==> src/rtl/sound_i2s_out_if.sv <==
// Signal bundle for sound_i2s_out: mix inputs, volume/mute controls and I2S outputs.
interface sound_i2s_out_if;
  // No valid/ready: samples and controls are level inputs sampled every clk;
  // frame_strobe marks the single clk on which a new L/R pair is latched.
  logic signed [15:0] sample_l;
  logic signed [15:0] sample_r;
  logic signed [15:0] sample_opl_l;
  logic signed [15:0] sample_opl_r;
  logic [4:0]         vol_l;
  logic [4:0]         vol_r;
  logic               mute;
  logic               i2s_bclk;
  logic               i2s_lrck;
  logic               i2s_sdata;
  logic               frame_strobe;
  logic               clip;

  modport master (
    output sample_l, sample_r, sample_opl_l, sample_opl_r, vol_l, vol_r, mute,
    input  i2s_bclk, i2s_lrck, i2s_sdata, frame_strobe, clip
  );

  modport slave (
    input  sample_l, sample_r, sample_opl_l, sample_opl_r, vol_l, vol_r, mute,
    output i2s_bclk, i2s_lrck, i2s_sdata, frame_strobe, clip
  );
endinterface

==> src/rtl/sound_i2s_out.sv <==
// Saturating DSP+OPL mix, master volume/mute and Philips I2S serialiser.
// Optional DC-blocking high-pass per channel when SOUND_I2S_DCBLOCK_EN is defined.
module sound_i2s_out #(
  parameter int BCLK_DIV  = 8,
  parameter int SLOT_BITS = 16
) (
  input logic            clk,
  input logic            rst_n,
  sound_i2s_out_if.slave bus
);
  localparam int DW = (BCLK_DIV > 2) ? $clog2(BCLK_DIV) : 1;
  localparam int FW = 2 * SLOT_BITS;
  localparam logic [DW-1:0] DIV_LAST = DW'(BCLK_DIV - 1);
  localparam logic [DW-1:0] DIV_HALF = DW'(BCLK_DIV / 2);

  function automatic logic [15:0] vol_scale(input logic signed [15:0] x, input logic [4:0] vol);
    logic signed [15:0] r;
    logic [3:0]         sh;
    sh = ~vol[4:1];
    r  = x >>> sh;
    return (vol == 5'd0) ? 16'h0000 : r;
  endfunction

  logic [DW-1:0]      div_cnt_q, div_cnt_d;
  logic [4:0]         bit_cnt_q, bit_cnt_d;
  logic               started_q;
  logic               bclk_q, lrck_q, sdata_q, strobe_q, clip_q;
  logic [FW-1:0]      sreg_q;
  logic signed [15:0] s1_l_q, s1_r_q, s2_l_q, s2_r_q;
  logic signed [15:0] s1_l_d, s1_r_d;
  logic [16:0]        sum_l, sum_r;
  logic               sat_l, sat_r, fall, latch, dc_sat;
  logic [15:0]        word_l, word_r;

  always_comb begin
    sum_l  = {bus.sample_l[15], bus.sample_l} + {bus.sample_opl_l[15], bus.sample_opl_l};
    sum_r  = {bus.sample_r[15], bus.sample_r} + {bus.sample_opl_r[15], bus.sample_opl_r};
    sat_l  = sum_l[16] ^ sum_l[15];
    sat_r  = sum_r[16] ^ sum_r[15];
    s1_l_d = sat_l ? (sum_l[16] ? 16'sh8000 : 16'sh7FFF) : sum_l[15:0];
    s1_r_d = sat_r ? (sum_r[16] ? 16'sh8000 : 16'sh7FFF) : sum_r[15:0];
  end

  // A BCLK falling edge coincides with the divider wrapping to 0.
  always_comb begin
    fall      = (div_cnt_q == DIV_LAST);
    div_cnt_d = fall ? '0 : div_cnt_q + DW'(1);
    bit_cnt_d = started_q ? bit_cnt_q + 5'd1 : 5'd0;
    latch     = fall && started_q && (bit_cnt_q == 5'd31);
  end

`ifdef SOUND_I2S_DCBLOCK_EN
  logic signed [15:0] xp_l_q, xp_r_q, yp_l_q, yp_r_q;
  logic signed [15:0] y_l, y_r;
  logic               dsat_l, dsat_r;

  function automatic logic [16:0] dc_step(input logic signed [15:0] x, xp, yp);
    logic signed [17:0] acc;
    acc = 18'(x) - 18'(xp) + 18'(yp) - 18'(yp >>> 8);
    if (acc > 18'sd32767)       return {1'b1, 16'h7FFF};
    else if (acc < -18'sd32768) return {1'b1, 16'h8000};
    else                        return {1'b0, acc[15:0]};
  endfunction

  always_comb begin
    {dsat_l, y_l} = dc_step(s2_l_q, xp_l_q, yp_l_q);
    {dsat_r, y_r} = dc_step(s2_r_q, xp_r_q, yp_r_q);
    dc_sat        = dsat_l | dsat_r;
    word_l        = bus.mute ? 16'h0000 : y_l;
    word_r        = bus.mute ? 16'h0000 : y_r;
  end

  always_ff @(posedge clk or negedge rst_n) begin
    if (!rst_n) begin
      xp_l_q <= '0;
      xp_r_q <= '0;
      yp_l_q <= '0;
      yp_r_q <= '0;
    end else if (latch) begin
      xp_l_q <= s2_l_q;
      xp_r_q <= s2_r_q;
      yp_l_q <= y_l;
      yp_r_q <= y_r;
    end
  end
`else
  always_comb begin
    dc_sat = 1'b0;
    word_l = bus.mute ? 16'h0000 : s2_l_q;
    word_r = bus.mute ? 16'h0000 : s2_r_q;
  end
`endif

  always_ff @(posedge clk or negedge rst_n) begin
    if (!rst_n) begin
      s1_l_q    <= '0;
      s1_r_q    <= '0;
      s2_l_q    <= '0;
      s2_r_q    <= '0;
      div_cnt_q <= '0;
      bit_cnt_q <= '0;
      started_q <= 1'b0;
      bclk_q    <= 1'b0;
      lrck_q    <= 1'b0;
      sdata_q   <= 1'b0;
      strobe_q  <= 1'b0;
      clip_q    <= 1'b0;
      sreg_q    <= '0;
    end else begin
      s1_l_q    <= s1_l_d;
      s1_r_q    <= s1_r_d;
      s2_l_q    <= vol_scale(s1_l_q, bus.vol_l);
      s2_r_q    <= vol_scale(s1_r_q, bus.vol_r);
      div_cnt_q <= div_cnt_d;
      bclk_q    <= (div_cnt_d >= DIV_HALF);
      strobe_q  <= latch;
      clip_q    <= clip_q | sat_l | sat_r | (latch & dc_sat);
      if (fall) begin
        // Bit 31 of the shift register is the previous right LSB when a new pair loads.
        started_q <= 1'b1;
        bit_cnt_q <= bit_cnt_d;
        lrck_q    <= bit_cnt_d[4];
        sdata_q   <= sreg_q[FW-1];
        sreg_q    <= latch ? {word_l, word_r} : {sreg_q[FW-2:0], 1'b0};
      end
    end
  end

  assign bus.i2s_bclk     = bclk_q;
  assign bus.i2s_lrck     = lrck_q;
  assign bus.i2s_sdata    = sdata_q;
  assign bus.frame_strobe = strobe_q;
  assign bus.clip         = clip_q;
endmodule

==> src/flat_wrapper.sv <==
// flat-port wrapper written by rule: the top's interface ports become plain ports
module sound_i2s_out_flat 
#(
  parameter int BCLK_DIV  = 8,
  parameter int SLOT_BITS = 16
)
  (clk, rst_n, bus_sample_l, bus_sample_r, bus_sample_opl_l, bus_sample_opl_r, bus_vol_l, bus_vol_r, bus_mute, bus_i2s_bclk, bus_i2s_lrck, bus_i2s_sdata, bus_frame_strobe, bus_clip);
  sound_i2s_out_if bus_i ();
  input logic clk;
  input logic rst_n;
  input wire logic [$bits(bus_i.sample_l)-1:0] bus_sample_l;
  input wire logic [$bits(bus_i.sample_r)-1:0] bus_sample_r;
  input wire logic [$bits(bus_i.sample_opl_l)-1:0] bus_sample_opl_l;
  input wire logic [$bits(bus_i.sample_opl_r)-1:0] bus_sample_opl_r;
  input wire logic [$bits(bus_i.vol_l)-1:0] bus_vol_l;
  input wire logic [$bits(bus_i.vol_r)-1:0] bus_vol_r;
  input wire logic [$bits(bus_i.mute)-1:0] bus_mute;
  output wire logic [$bits(bus_i.i2s_bclk)-1:0] bus_i2s_bclk;
  output wire logic [$bits(bus_i.i2s_lrck)-1:0] bus_i2s_lrck;
  output wire logic [$bits(bus_i.i2s_sdata)-1:0] bus_i2s_sdata;
  output wire logic [$bits(bus_i.frame_strobe)-1:0] bus_frame_strobe;
  output wire logic [$bits(bus_i.clip)-1:0] bus_clip;
  assign bus_i.sample_l = bus_sample_l;
  assign bus_i.sample_r = bus_sample_r;
  assign bus_i.sample_opl_l = bus_sample_opl_l;
  assign bus_i.sample_opl_r = bus_sample_opl_r;
  assign bus_i.vol_l = bus_vol_l;
  assign bus_i.vol_r = bus_vol_r;
  assign bus_i.mute = bus_mute;
  assign bus_i2s_bclk = bus_i.i2s_bclk;
  assign bus_i2s_lrck = bus_i.i2s_lrck;
  assign bus_i2s_sdata = bus_i.i2s_sdata;
  assign bus_frame_strobe = bus_i.frame_strobe;
  assign bus_clip = bus_i.clip;
  sound_i2s_out #(.BCLK_DIV(BCLK_DIV), .SLOT_BITS(SLOT_BITS)) u_core (.clk(clk), .rst_n(rst_n), .bus(bus_i));
endmodule
==> config.mk <==
export PLATFORM = sky130hd
export DESIGN_NAME = sound_i2s_out_flat
export DESIGN_NICKNAME = d
export VERILOG_FILES = /design/src/rtl/sound_i2s_out_if.sv /design/src/rtl/sound_i2s_out.sv /design/src/flat_wrapper.sv
export SDC_FILE = /design/constraint.sdc
export NUM_CORES = 1
export LEC_CHECK = 0
export ABC_AREA = 1
export CORE_MARGIN = 3
export CORE_UTILIZATION = 35
export DETAILED_ROUTE_END_ITERATION = 7
export PLACE_DENSITY = 0.56
export SLEW_MARGIN = 20
export SYNTH_ARGS = -nofsm -noshare
export SYNTH_HDL_FRONTEND = slang
export SYNTH_SLANG_ARGS = --single-unit
==> constraint.sdc <==
create_clock -name clk -period 2.2 [get_ports clk]
set_input_delay 0.33 -clock clk [delete_from_list [all_inputs] [get_ports clk]]
set_output_delay 0.33 -clock clk [all_outputs]
set_load 0.005 [all_outputs]
After elaboration in Yosys (flattened, before gate mapping)
Cells that the tools add are included.
{ "totals": {"regBits": 110, "latch_bits": 0, "mem_bits_rw": 0, "rom_bits": 0, "in_bits": 77, "out_inout_bits": 5, "word_cells": 43, "memories": 0} }
{ "classes": {"addsub": 4, "multipliers": 0, "n_div": 0, "order_cmp": 1, "eq_ne": 2, "n_shift": 2, "mux": 11, "bitwise": 6, "n_reduce_logical": 4} }
{ "op_table": {"columns": ["cell", "count"], "rows": [
  ["2-to-1 mux 16 bit", 8],
  ["adder 16 x 16 -> 17 bit", 2],
  ["2-to-1 mux 32 bit", 1],
  [">>> shifter 16 x 4 -> 16 bit", 2],
  ["logical NOT 5 bit", 2],
  ["inverter 4 bit", 2],
  ["adder 5 x 1 -> 5 bit, second input constant", 1],
  ["== test 5 bit, second input constant", 1],
  ["2-to-1 mux 5 bit", 1],
  ["adder 3 x 1 -> 3 bit, second input constant", 1],
  ["== test 3 bit, second input constant", 1],
  [">= comparator 3 bit, second input constant", 1],
  ["2-to-1 mux 3 bit", 1],
  ["logical AND 1 bit", 2],
  ["OR 1 bit", 2],
  ["bitwise XOR 1 bit", 2]
]} }

Longest topological paths before layout
Gate-level depths: netlist of run 1.
{ "logic_depth": {"word_depth": 4, "depth_mapped": 16, "depth_no_buf": 16} }

Worst setup path before layout of run 1
OpenSTA, ideal clock, no wires.
{ "synth_path": {"kind": "input-to-reg", "start": "input port bus_sample_opl_r[0]", "end": "register u_core.s1_r_q[10]", "arrival_ns": 1.811, "setup_slack_ns": 0.272, "cell_stages": 16, "n_path_buf": 1, "path_cell_list": "ha_1 > inv_1 > fa_1 > inv_1 > nand2_1 > nand2_1 > nand3_1 > nand2_1 > nand2_1 > nand2_1 > nand2_1 > nand2_1 > nand2_2 > buf_6 > nand2_1 > nand2_1"} }
{ "synth_between": {"elab_chain_len": 3} }
{ "synth_rtl": {"columns": ["element", "line_no", "text"], "rows": [
  ["start, declared", "flat_wrapper.sv:14", "input wire logic [$bits(bus_i.sample_opl_r)-1:0] bus_sample_opl_r;"],
  ["adder 16 x 16 -> 17 bit *", "sound_i2s_out.sv:37", "sum_r = {bus.sample_r[15], bus.sample_r} + {bus.sample_opl_r[15], bus.sample_opl_r};"],
  ["2-to-1 mux 16 bit / bitwise XOR 1 bit (equally long branches)", "sound_i2s_out.sv:41, sound_i2s_out.sv:39", null],
  ["2-to-1 mux 16 bit *", "sound_i2s_out.sv:41", "s1_r_d = sat_r ? (sum_r[16] ? 16'sh8000 : 16'sh7FFF) : sum_r[15:0];"],
  ["net u_core.s1_r_d[10]", "sound_i2s_out.sv:30", "logic signed [15:0] s1_l_d, s1_r_d;"],
  ["end signal, assigned", "sound_i2s_out.sv:111", "s1_r_q <= s1_r_d;"],
  ["end, declared", "sound_i2s_out.sv:29", "logic signed [15:0] s1_l_q, s1_r_q, s2_l_q, s2_r_q;"]
]} }
The timed path passes the listed nets; every way through them passes the cells marked *.
A chain may end at the register's enable or synchronous reset.

Worst setup path after layout of run 1
{ "layout_path": {"start": "input port bus_sample_opl_r[0]", "end": "register u_core.s1_r_q[9]"} }
The elaborated chain is that of the path after synthesis.

==> results.md, run 1 <==
* WP data arrival at 2.28 ns
* Mapped Area at 6960 um^2
* Sequential share of the synthesized area at around two fifths
* Antenna Violating Nets Remaining at 0
* H-tree Lvls at 3
* Chip height at 147 um
* GRT Total Usage at approximately 15%
* Pin count of the biggest net entering global routing at 55
* Max-Slew Margin vs Limit at 69.4%
* Initial antenna violation count at 2
* Max stage delay on crit path at ~0.46 ns
* Post-synth EDFFs at 0
* Via/cell ratio at approximately 4.6
* Nets at between 1k and 1.5k
* TritonCTS clock tree: yes
* Final Cell Area at 9140 um^2
* Number of remaining DRC errors at 0
* Hold Path Class: reg -> reg
* Count leader, synth: nand2_1
* Most used flip-flop cell after synthesis: dfrtp_1
* Finished Layout Cells at 1419
* CTS buffer count at 9
* Final Max Slew Viols at 0
* Vias in the first global route at between 6k and 7k
* Worst r2r src: u_core.bit_cnt_q[0]
* Count of state elements after synthesis at around 110
* Dominant cell type by area after synthesis: dfrtp_1
* Worst-case clock skew at 0.00840 ns
* Worst setup SP type: input port
* Num Clock Sinks at roughly 110
* Cell Chain, Critical Path: clkdlybuf4s50_1 -> ha_2 -> inv_1 -> fa_2 -> inv_1 -> nand2_1 -> nand2_1 -> nand3_1 -> nand2_2 -> nand2_2 -> nand2_2 -> nand2_1 -> nand2_2 -> nand2_4 -> inv_2 -> o21ai_0
* Total power at about 5600 uW
* I/O pins at 82
* Worst Tran Pin Value at between 0.4 and 0.5 ns
* VDD IR-drop max at about 0.4 mV
* Crit. Startpoint: bus_sample_opl_r[0]
* Clk_lat worst skew at between 0.3 and 0.4 ns
* Top Family by Delay on Critical Path: simple AND/OR/NAND/NOR gates
* RSZ-0062 raised after global routing: yes
* Critical Path RT at roughly 2.4 ns
* Crit path top cell by count: nand2_2
* Post-synth top cells: nand2_1 (320), a21oi_1 (126), dfrtp_1 (108), nand3_1 (82), inv_1 (78)
* Syn-to-layout area delta at 31.2%
* First-pass GRT wire length at between 20000 and 30000 um
* Ys async rst share at 100%
* Congestion Overflow GR at 0
* Via Count at between 6k and 7k
* Post-CTS Repair Setup Buffers at 0
* Leak Pwr at about 0.0045 uW
* Critical path peak fanout at 8
* Min Hold Slack at around 0.43 ns
* WP buf/inv at 4
* PwrDens at 614 nW/um^2
* Clock Tree Root: clkbuf_16
* Synth Instances at 986
* GP Congestion at around 0.86
* Row count at 50
* Synth warnings at 0
* Total iterations of the first detailed-routing run at 5
* CORE AREA at 19100 um^2
* Minimum clock period at roughly 2.1 ns
* Area contributors post-synth: dfrtp_1 (39%), nand2_1 (17%), a21oi_1 (9.1%)
* Die area at roughly 22000 um^2
* HPWL Detailed at around 12000 um
* Critical path class: in -> reg
* Highest clock rate at a little under 500 MHz
* Final Hold Viols at 0
* Post-Route WL at around 16000 um
* Setup violators final at 0
* Crit path capture type: flip-flop
* Placed cell area at between 8000 and 9000 um^2
* Max cap viols at 0
* Worst-path clk slew at 0.07 ns
* DIE WIDTH at about 150 um
* Share of layout cells above drive strength 1 at between 10% and 20%
* Mean routed wirelength per cell at about 11 um
* Unique masters post-synth at 35
* Slowest CP cell: clkdlybuf4s50_1
* Synth top area share at 38.8%
* Port bufs at between 80 and 90
* Synth Area per Inst at approximately 7.1 um^2
* Synthesized net count at 1101
* Initial Util at a little over a third
* Status: complete, no violations
* Fin crit share at between 90% and 100%
* Placed Cells incl. Taps at 1400
* Number of DRC markers in iteration 0 at about 350
* Clock Path Buffers at 2
* Hold Crit Start: u_core.div_cnt_q[0]
## layer usage
layer  part of all wire, %  wire [um]  vias to the layer above  global-route usage [%]
met1                    49       7760                     2870                    20.1
met4                   1.4        219                        4                    4.80
li1                      -          -                     3547                       -
met2                    45       7060                      101                    23.6
met3                   3.9        617                       15                    2.96
met5                  0.17         27                        -                       0
## final cells by class
cell class                      count  area [um^2]
Inverter                           82          308
Clock inverter                      6         47.5
Tap cell                          260          325
Multi-Input combinational cell    755         3800
Clock buffer                       10          229
Timing Repair Buffer              197         1720
Sequential cell                   108         2700
Antenna cell                        1         2.50
Fill cell                        2021        10000
## registers in the layout (all words and copies together) (netlist names)
| name | flops |
|---|---|
| u_core.sreg_q | 32 |
| u_core.s1_l_q | 16 |
| u_core.s1_r_q | 16 |
| u_core.s2_l_q | 16 |
| u_core.s2_r_q | 16 |
| u_core.bit_cnt_q | 4 |
| u_core.div_cnt_q | 2 |
| u_core.bus.clip | 1 |
| u_core.bus.frame_strobe | 1 |
| u_core.bus.i2s_bclk | 1 |
| u_core.bus.i2s_lrck | 1 |
| u_core.bus.i2s_sdata | 1 |
| u_core.started_q | 1 |
## path summary, 6_finish.rpt
check / slack [ns] / to / depth (start not counted)
worst max-delay path: 0.15 / u_core.s1_r_q[9] / 16
worst min-delay path: 0.43 / u_core.div_cnt_q[0] / 1
worst max register to register: 0.46 / u_core.sreg_q[6] / 9
worst min register to register: 0.43 / u_core.div_cnt_q[0] / 1
max in group asynchronous: 1.11 / u_core.s2_r_q[15] / 3
min in group asynchronous: 0.48 / u_core.s1_r_q[4] / 2
## timing repair
action | 4_1_cts | 5_1_grt
hold endpoints to repair | 33 | 0
hold buffers | 1 | 0
cloned | 0 | 1
resized for setup | 1 | 15
setup endpoints to repair | 2 | 31
pin swaps | 0 | 3
## kinds of logic (layout without fill, tap and decap cells)
group	count (synthesis)	count (layout)	synth area share, %
AO/OA/AOI/OAI	193	193	14.3
AND/OR/NAND/NOR	499	500	29.5
flip-flops	108	108	38.8
multiplexers	2	2	0.287
buffers and inverters	124	295	7.22
other	0	1	0
adder cells (fa/ha/maj)	38	38	7.04
XOR/XNOR	22	22	2.77
## through the flow
stage               TNS [ns]  setup slack [ns]  utilization, %
global placement       -8.67            -0.360            46.0
floorplan                  0             0.272               -
detailed placement    -10.29            -0.397            46.0
CTS                        0            0.0358            47.5
global route         -0.0235          -0.00948            47.7
finish                     0             0.149            47.7
## cells in the final DEF (no fill, tap or decap), drive strengths merged
cell | netlist | routed
a21oi | 126 | 126
a31oi | 3 | 3
a32o | 1 | 1
and2 | 3 | 3
and3 | 2 | 2
buf | 17 | 116
clkbuf | 25 | 10
clkdlybuf4s50 | 0 | 80
clkinv | 2 | 4
clkinvlp | 0 | 1
dfrtp | 108 | 108
diode | 0 | 1
dlygate4sd3 | 0 | 1
fa | 2 | 2
ha | 36 | 36
inv | 80 | 83
mux2i | 2 | 2
nand2 | 327 | 328
nand3 | 82 | 82
nand3b | 2 | 2
nand4 | 2 | 2
nor2 | 65 | 65
nor3 | 9 | 9
o211a | 2 | 2
o211ai | 3 | 3
o21ai | 55 | 55
o21bai | 2 | 2
o22ai | 1 | 1
or2 | 7 | 7
xnor2 | 5 | 5
xor2 | 17 | 17
## power breakdown
group | internal (uW) | leakage, uW | switching, uW | total (uW)
Sequential | 2250 | 0.00121 | 104 | 2360
Clock | 781 | 0.000134 | 745 | 1530
Combinational | 801 | 0.00319 | 925 | 1730
No activity file was read; power rests on OpenSTA's default activity.
==> run 2, diff against run 1 <==
Settings changed: TNS_END_PERCENT from default to 10.
==> results of run 2 <==
Same layout as run 1: the final DEF is identical, and so are final timing and power.
